--- config.mk ---
export PLATFORM = sky130hd
export DESIGN_NAME = pixel_fetch
export DESIGN_NICKNAME = d
export VERILOG_FILES = /design/src/rtl/pixel_fetch.sv
export SDC_FILE = /design/constraint.sdc
export NUM_CORES = 1
export LEC_CHECK = 0
export BUFFER_PORTS_ARGS = -buffer_cell sky130_fd_sc_hd__buf_2
export CAP_MARGIN = 20
export CORE_MARGIN = 2
export CORE_UTILIZATION = 40
export CTS_BUF_LIST = sky130_fd_sc_hd__clkbuf_8 sky130_fd_sc_hd__clkbuf_16
export DETAILED_ROUTE_END_ITERATION = 16
export MAX_ROUTING_LAYER = met4
export PLACE_DENSITY_LB_ADDON = 0.05
export SETUP_SLACK_MARGIN = 0.5
export SLEW_MARGIN = 20
export SYNTH_ARGS = -nofsm -noshare
export SYNTH_HDL_FRONTEND = slang
export SYNTH_SLANG_ARGS = --single-unit
--- constraint.sdc ---
create_clock -name clk_i -period 5.8 [get_ports clk_i]
set_clock_uncertainty 0.15 [all_clocks]
set_input_delay 0 -clock clk_i [delete_from_list [all_inputs] [get_ports clk_i]]
set_output_delay 0 -clock clk_i [all_outputs]
set_load 0.02 [all_outputs]
--- src/rtl/pixel_fetch.sv ---
// pixel_fetch: OBI read engine feeding the CNN line buffer.
// Words land in a 2-entry FIFO and are streamed as pixels, byte 0 first.
module pixel_fetch #(
  parameter int ADDR_WIDTH = 32,
  parameter int DATA_WIDTH = 8,
  parameter int CNT_WIDTH  = 16
) (
  input  logic                  clk_i,
  input  logic                  rst_i,
  input  logic                  start_i,
  input  logic [ADDR_WIDTH-1:0] base_addr_i,
  input  logic [CNT_WIDTH-1:0]  num_pixels_i,
  output logic                  obi_req_o,
  output logic [ADDR_WIDTH-1:0] obi_addr_o,
  input  logic                  obi_gnt_i,
  input  logic                  obi_rvalid_i,
  input  logic [31:0]           obi_rdata_i,
  input  logic                  obi_err_i,
  output logic [DATA_WIDTH-1:0] pixel_o,
  output logic                  pixel_valid_o,
  input  logic                  pixel_ready_i,
  output logic                  busy_o,
  output logic                  done_o,
  output logic                  err_o
);
  localparam int PPW  = 32 / DATA_WIDTH;
  localparam int SELW = (PPW > 1) ? $clog2(PPW) : 1;
  localparam logic [SELW-1:0] SEL_LAST = SELW'(PPW - 1);

  typedef enum logic [1:0] {IDLE, REQ, WAIT_R, DRAIN} state_e;

  state_e                state_q;
  logic [ADDR_WIDTH-1:0] addr_q;
  logic [CNT_WIDTH-1:0]  pix_left_q;
  logic [CNT_WIDTH-1:0]  words_left_q;
  logic [SELW-1:0]       sel_q;
  logic [31:0]           fifo_q [2];
  logic                  wr_ptr_q;
  logic                  rd_ptr_q;
  logic [1:0]            cnt_q;
  logic [1:0]            cnt_d;
  logic                  done_q;
  logic                  err_q;

  logic [31:0]           head;
  logic [CNT_WIDTH-1:0]  words_init;
  logic                  fire;
  logic                  pop;
  logic                  push;
  logic                  last_pix;

  assign head       = fifo_q[rd_ptr_q];
  assign words_init = (num_pixels_i / CNT_WIDTH'(PPW))
                    + CNT_WIDTH'((num_pixels_i % CNT_WIDTH'(PPW)) != '0);

  assign pixel_valid_o = (cnt_q != 2'd0);
  assign pixel_o       = pixel_valid_o ?
                         head[DATA_WIDTH*int'(sel_q) +: DATA_WIDTH] : '0;
  assign obi_req_o     = (state_q == REQ) && (cnt_q < 2'd2);
  assign obi_addr_o    = addr_q;
  assign busy_o        = (state_q != IDLE);
  assign done_o        = done_q;
  assign err_o         = err_q;

  assign fire     = pixel_valid_o && pixel_ready_i;
  assign last_pix = (pix_left_q == CNT_WIDTH'(1));
  // The last word may be partial: pop it once the final pixel leaves.
  assign pop      = fire && ((sel_q == SEL_LAST) || last_pix);
  assign push     = (state_q == WAIT_R) && obi_rvalid_i && !obi_err_i;

  always_comb begin
    cnt_d = cnt_q;
    unique case ({push, pop})
      2'b10:   cnt_d = cnt_q + 2'd1;
      2'b01:   cnt_d = cnt_q - 2'd1;
      default: cnt_d = cnt_q;
    endcase
  end

  always_ff @(posedge clk_i or posedge rst_i) begin
    if (rst_i) begin
      state_q      <= IDLE;
      addr_q       <= '0;
      pix_left_q   <= '0;
      words_left_q <= '0;
      sel_q        <= '0;
      fifo_q[0]    <= '0;
      fifo_q[1]    <= '0;
      wr_ptr_q     <= 1'b0;
      rd_ptr_q     <= 1'b0;
      cnt_q        <= 2'd0;
      done_q       <= 1'b0;
      err_q        <= 1'b0;
    end else begin
      done_q <= 1'b0;
      cnt_q  <= cnt_d;
      if (fire) begin
        pix_left_q <= pix_left_q - 1'b1;
        sel_q      <= pop ? '0 : sel_q + 1'b1;
      end
      if (push) begin
        fifo_q[wr_ptr_q] <= obi_rdata_i;
        wr_ptr_q         <= ~wr_ptr_q;
      end
      if (pop) rd_ptr_q <= ~rd_ptr_q;

      unique case (state_q)
        IDLE: begin
          if (start_i) begin
            addr_q       <= base_addr_i;
            pix_left_q   <= num_pixels_i;
            words_left_q <= words_init;
            err_q        <= 1'b0;
            if (num_pixels_i == '0) done_q  <= 1'b1;
            else                    state_q <= REQ;
          end
        end
        REQ: begin
          if (obi_req_o && obi_gnt_i) begin
            addr_q       <= addr_q + ADDR_WIDTH'(32'd4);
            words_left_q <= words_left_q - 1'b1;
            state_q      <= WAIT_R;
          end
        end
        WAIT_R: begin
          if (obi_rvalid_i) begin
            if (obi_err_i) begin
              err_q    <= 1'b1;
              done_q   <= 1'b1;
              state_q  <= IDLE;
              cnt_q    <= 2'd0;
              wr_ptr_q <= 1'b0;
              rd_ptr_q <= 1'b0;
              sel_q    <= '0;
            end else if (words_left_q == '0) begin
              state_q <= DRAIN;
            end else begin
              state_q <= REQ;
            end
          end
        end
        DRAIN: begin
          if (fire && last_pix) begin
            done_q  <= 1'b1;
            state_q <= IDLE;
          end
        end
      endcase
    end
  end
endmodule
==> reports/metrics.cfg, run 1 <==
[clock_tree]
root_buffer=clkbuf_16
cts_inserted_buffers=17
cts_sinks=138
cts_tree=yes
clock_latency_ns=0.42
cts.reportedPaths.clkPinSlew_ns=0.07
cts_hold_buf=88
htreeDepth=4
clk_path_buf_depth=2
cts_setup_buffers=0
cts_resized=0

[critical_path]
crit_type=flip-flop to flip-flop
rrSetupSlack_ns=2.84
r2r_start=pix_left_q[6]$_DFF_PP0_
worstPathRequired_ns=5.96
worstReg2RegEnd=sel_q[1]$_DFF_PP0_
crit_arrival_ns=3.12
reg2reg_depth=6
endpoint_kind=flip-flop
crit_path_start_kind=flip-flop
cp_max_fo=8

[layout]
layout-drive-gt1-share=0.284
post-route-util=0.540
regArea_um2=3450
multi_input_area_um2=3770
fillers=1641
area_delta_synth_final_pct=31.5
diodes=0
nets=1029

[power_and_ir_drop]
power.internal_mw=2.96
cellPowerDensity_nw_per_um2=518
pwr-share-seq=0.369
total_leakage_power_nw=4.16
peakVddDrop_v=0.000287
swShare=0.414
combPwrFrac=0.416
clockPowerShare=0.214
power_mw=5.06
power_switching_mw=2.10

[synth]
yosysWarnings=0
avgSynthCellArea_um2=10.2
syn-num-nets=826
synthCells=729
ys_seq_area_frac=0.465
synth_seq_cells=138
synth.distinct_cells=58
syn-cell-area_um2=7430
synth_top_flop_cell=dfrtp_1
ys_async_sr_fraction=1.00
synth-edff-count=0

[status]
outcome=complete, no violations

[floorplan]
core_um2=18100
io_pins=132
initial_utilization=0.411
die_h_um=140
chipWidth_um=140
die_area_um2=19700
rows=49

[drt]
drt_drc_violations_left=0
vias=6477
first_pass_iters=5
drt_wl_total_mm=21.1
ant_nets=0
wl_per_cell_um=18.0
drt_first_iter_violations=363
routed_via_density=5.52

[sta]
timing.final.hold_violations=0
fmax_ghz=0.338
period_minus_slack_ns=2.96
drv_slew=0
tns_ns=0
finalSetupViolCount=0
fin_crit_sh=0.511
tightest_slew_ns=0.942
grt_setup_unrepaired=no
maxSlewHeadroom=0.372

[grt]
grt_max_degree=81
grt_overflow_total=0
antenna_found_initial=0
grt_pass1_vias=6462
grt_usage=0.225
grt_pass1_wl_mm=34.0

[flow_run]
cap_viol_max_count=0

[placement]
dp_hpwl_mm=14.5
io_buffer_count=131
place.gp.congestion=0.882

[min_path]
hp-class=input port to asynchronous set/reset pin

power groups by stage:
stage / sequential [mW] / clock, mW / combinational [mW]
floorplan: 1.84 / 0 / 1.44
global placement: 1.86 / 0 / 2.01
detailed placement: 1.88 / 0 / 2.06
CTS: 1.87 / 1.11 / 2.12
global route: 1.94 / 1.15 / 2.32
finish: 1.87 / 1.08 / 2.11
registers in the layout (all words and copies together), names as in the netlist:
register	count
obi_addr_o	32
err_o	1
rd_ptr_q	1
state_q	2
cnt_q	2
fifo_q	64
pix_left_q	16
wr_ptr_q	1
sel_q	2
done_o	1
words_left_q	16
logic make-up (layout without fill, tap and decap cells):
| family | count (synthesis) | in the layout | share of synthesized area |
|---|---|---|---|
| buffers and inverters | 57 | 273 | 0.0300 |
| AO/OA/AOI/OAI | 139 | 139 | 0.117 |
| adder cells (fa/ha/maj) | 10 | 10 | 0.0168 |
| XOR/XNOR | 31 | 31 | 0.0365 |
| AND/OR/NAND/NOR | 262 | 262 | 0.173 |
| multiplexers | 92 | 92 | 0.162 |
| flip-flops | 138 | 138 | 0.465 |
metal layers:
| layer | global-route usage | up-vias | routed length (um) |
|---|---|---|---|
| li1 | - | 3078 | - |
| met1 | 0.298 | 3164 | 9720 |
| met2 | 0.360 | 209 | 10100 |
| met3 | 0.0342 | 26 | 922 |
| met4 | 0.0686 | 0 | 324 |
| met5 | - | - | 0 |
cell type report:
class | instances | share of cell area
flip-flops and latches | 138 | 0.353
well taps | 229 | 0.0293
multi-input cells | 534 | 0.386
repair buffers | 229 | 0.166
clock inverters | 15 | 0.0173
clock buffers | 17 | 0.0435
inverters | 12 | 0.00512
worst max-delay path: stages (launching register included):
cell	delay (ns)
dfrtp_1	0.40
or4_4	0.56
or4_4	0.54
nor3_1	0.39
or4b_2	0.20
a21oi_1	0.06
dlygate4sd3_1	0.55
cells in the mapped netlist, types with 6 or more instances:
master,instances,area (um2)
dfrtp_1,138,3450
o21ai_0,35,175
xor2_1,12,105
buf_1,12,45.0
o22ai_1,14,87.6
nand2_1,76,285
and4_1,7,61.3
ha_1,10,125
nor4_1,13,81.3
nand4_1,8,50.1
a211oi_1,6,45.0
nor2_1,63,236
mux2i_1,12,120
and3_1,9,56.3
mux4_2,16,360
inv_1,12,45.0
or3_1,10,62.6
a21oi_1,42,210
mux2_2,64,721
nand3_1,27,135
xnor2_1,19,166
clkbuf_1,31,116
nor3_1,26,130
cell usage in the layout, fill, tap and decap left out, drive strengths merged, types with 9 or more instances in the layout:
| cell type | n |
|---|---|
| xor2 | 12 |
| inv | 24 |
| nand2 | 76 |
| nand3 | 27 |
| xnor2 | 19 |
| buf | 141 |
| dlygate4sd3 | 88 |
| and3 | 9 |
| o22ai | 14 |
| ha | 10 |
| dfrtp | 138 |
| mux2i | 12 |
| nor2 | 63 |
| mux4 | 16 |
| a21oi | 42 |
| or3 | 10 |
| o21ai | 38 |
| nor4 | 14 |
| clkbuf | 17 |
| nor3 | 26 |
| mux2 | 64 |
worst max-delay path by stage:
| stage | from | to | slack (ns) | cells after the start |
|---|---|---|---|---|
| after floorplan | rst_i | cnt_q[0]$_DFF_PP0_ | 1.95 | 1 |
| after global placement | state_q[0]$_DFFE_PP0P_ | obi_addr_o[12]$_DFFE_PP0P_ | 2.60 | 6 |
| after detailed placement | state_q[0]$_DFFE_PP0P_ | obi_addr_o[11]$_DFFE_PP0P_ | 2.89 | 7 |
| after CTS | pix_left_q[6]$_DFF_PP0_ | sel_q[1]$_DFF_PP0_ | 2.86 | 6 |
| after global routing | state_q[0]$_DFFE_PP0P_ | obi_addr_o[12]$_DFFE_PP0P_ | 2.67 | 7 |
| final | pix_left_q[6]$_DFF_PP0_ | sel_q[1]$_DFF_PP0_ | 2.84 | 6 |
through the flow:
step	area, um2	worst slack, ns	hold slack [ns]	std cells
after floorplan	7430	1.95	-0.0446	729
after global placement	8280	2.60	-0.0334	1053
after detailed placement	8290	2.89	-0.0423	1054
after CTS	9770	2.86	0.0497	1174
after global routing	9770	2.67	0.0719	1174
final	9770	2.84	0.0148	1174
(Power assumes the default switching activity.)
==> run 2: changes to the inputs <==
clock period = 2.7 ns   (was 5.8 ns; I/O delays follow)
==> reports/metrics.cfg, run 2 (same netlist as run 1, synthesis figures left out) <==
[floorplan]
chipWidth_um=140
io_pins=132
die_h_um=140
die_area_um2=19700
rows=49
core_um2=18100
initial_utilization=0.411

[drt]
drt_wl_total_mm=21.7
drt_first_iter_violations=428
vias=6686
wl_per_cell_um=17.9
drt_drc_violations_left=0
ant_nets=0
first_pass_iters=5
routed_via_density=5.50

[clock_tree]
root_buffer=clkbuf_16
htreeDepth=4
cts_inserted_buffers=17
cts_sinks=138
cts.reportedPaths.clkPinSlew_ns=0.07
clk_path_buf_depth=2
clock_latency_ns=0.43
cts_tree=yes

[power_and_ir_drop]
peakVddDrop_v=0.000553
cellPowerDensity_nw_per_um2=1100
total_leakage_power_nw=4.42

[sta]
finalSetupViolCount=0
maxSlewHeadroom=0.546
tns_ns=0
grt_setup_unrepaired=yes
fin_crit_sh=0.896
tightest_slew_ns=0.679
timing.final.hold_violations=0
period_minus_slack_ns=2.42
drv_slew=0
worst_slack_ns=0.281
fin_hold_ws_ns=0.0642
fmax_ghz=0.413

[placement]
dp_hpwl_mm=14.8
dp_worst_setup_slack_ns=0.261
place.gp.congestion=0.883
dpl-instance-area_um2=8490
io_buffer_count=131

[critical_path]
cp_slowest_stage_delay_ns=0.55
cp_max_fo=5
worstPathRequired_ns=2.86
path_cells=or4_4 > or4_4 > o21ai_4 > ha_4 > xnor2_1 > nor2_2 > xnor2_1 > nor2_1
crit_type=flip-flop to flip-flop
endpoint_kind=flip-flop
cp_slowest_cell=or4_4
crit_path_start_kind=flip-flop
crit_arrival_ns=2.58

[layout]
mostFrequentLayoutCells=buf_2, dfrtp_1, dlygate4sd3_1, nand2_1, mux2_2
largest_register=fifo_q
nets=1070
area_delta_synth_final_pct=38.9
final_common_cell=buf_2
largest_reg_flops=64
layout-drive-gt1-share=0.347
stdcell_area_um2=10300

[status]
outcome=complete, no violations

[grt]
grt_usage=0.233
grt_max_degree=53
grt_overflow_total=0
grt_pass1_wl_mm=35.4
antenna_found_initial=1
grt_pass1_vias=6781

[min_path]
hp-class=input port to flip-flop

[flow_run]
cap_viol_max_count=0

run 2: changes by cell type in the layout (fill, tap and decap cells not counted), moves of 4 or more:
| cell | previous run | this run |
|---|---|---|
| nor3_1 | 26 | 21 |
| buf_12 | 0 | 5 |
| buf_4 | 8 | 43 |
| nor2_2 | 1 | 5 |
| clkinv_4 | 0 | 4 |
| inv_8 | 6 | 0 |
| nor2_1 | 62 | 58 |
| dfrtp_2 | 0 | 8 |
| dfrtp_1 | 138 | 130 |
| ha_1 | 10 | 6 |
run 2: path summary, 6_finish.rpt:
path	depth (start not counted)	startpoint	slack, ns	to
max	8	pix_left_q[7]$_DFF_PP0_	0.28	cnt_q[1]$_DFF_PP0_
min	5	obi_gnt_i	0.06	words_left_q[13]$_DFFE_PP0P_
max reg2reg	8	pix_left_q[7]$_DFF_PP0_	0.28	cnt_q[1]$_DFF_PP0_
min reg2reg	2	obi_addr_o[0]$_DFFE_PP0P_	0.34	obi_addr_o[0]$_DFFE_PP0P_
max in group asynchronous	4	rst_i	1.59	state_q[1]$_DFFE_PP0P_
min in group asynchronous	3	rst_i	0.07	pix_left_q[4]$_DFF_PP0_
run 2: critical path: cells and delay by family, from the launching register on:
| family | cells | cell delay [ns] |
|---|---|---|
| AO/OA/AOI/OAI | 1 | 0.19 |
| flip-flops | 1 | 0.39 |
| adder cells (fa/ha/maj) | 1 | 0.15 |
| AND/OR/NAND/NOR | 4 | 1.15 |
| XOR/XNOR | 2 | 0.26 |
run 2: power by group:
part / internal [mW] / total (mW) / switching [mW] / leakage (nW)
logic: 2.42 / 5.16 / 2.73 / 2.48
registers: 3.06 / 3.92 / 0.863 / 1.66
clock network: 1.28 / 2.26 / 0.981 / 0.281
run 2: stage by stage:
stage               total power [mW]   util  cells
floorplan                       7.07      -    729
global placement                8.48  0.469   1068
detailed placement              8.63  0.469   1068
CTS                             11.1  0.557   1200
global route                    12.1  0.571   1216
finish                          11.3  0.571   1216
run 2: per-layer routing:
metal | share of wire | track usage | routed length (um)
met5 | 0 | - | 0
met4 | 0.017 | 0.0702 | 359
met3 | 0.053 | 0.0434 | 1140
met2 | 0.48 | 0.371 | 10400
met1 | 0.45 | 0.305 | 9820
run 2: area by class of cell:
| class | instances | area [um2] |
|---|---|---|
| fillers | 1542 | 7770 |
| flip-flops and latches | 138 | 3460 |
| inverters | 12 | 48.8 |
| clock inverters | 15 | 139 |
| diodes | 1 | 2.50 |
| multi-input cells | 534 | 3940 |
| clock buffers | 17 | 425 |
| repair buffers | 270 | 2010 |
| well taps | 229 | 287 |
run 2: repair_timing:
action	CTS	global route
hold endpoints to repair	222	0
cloned	0	1
buffers inserted	13	14
resized for setup	13	28
hold buffers	87	0
endpoints found under the setup margin	26	88
pin swaps	3	2
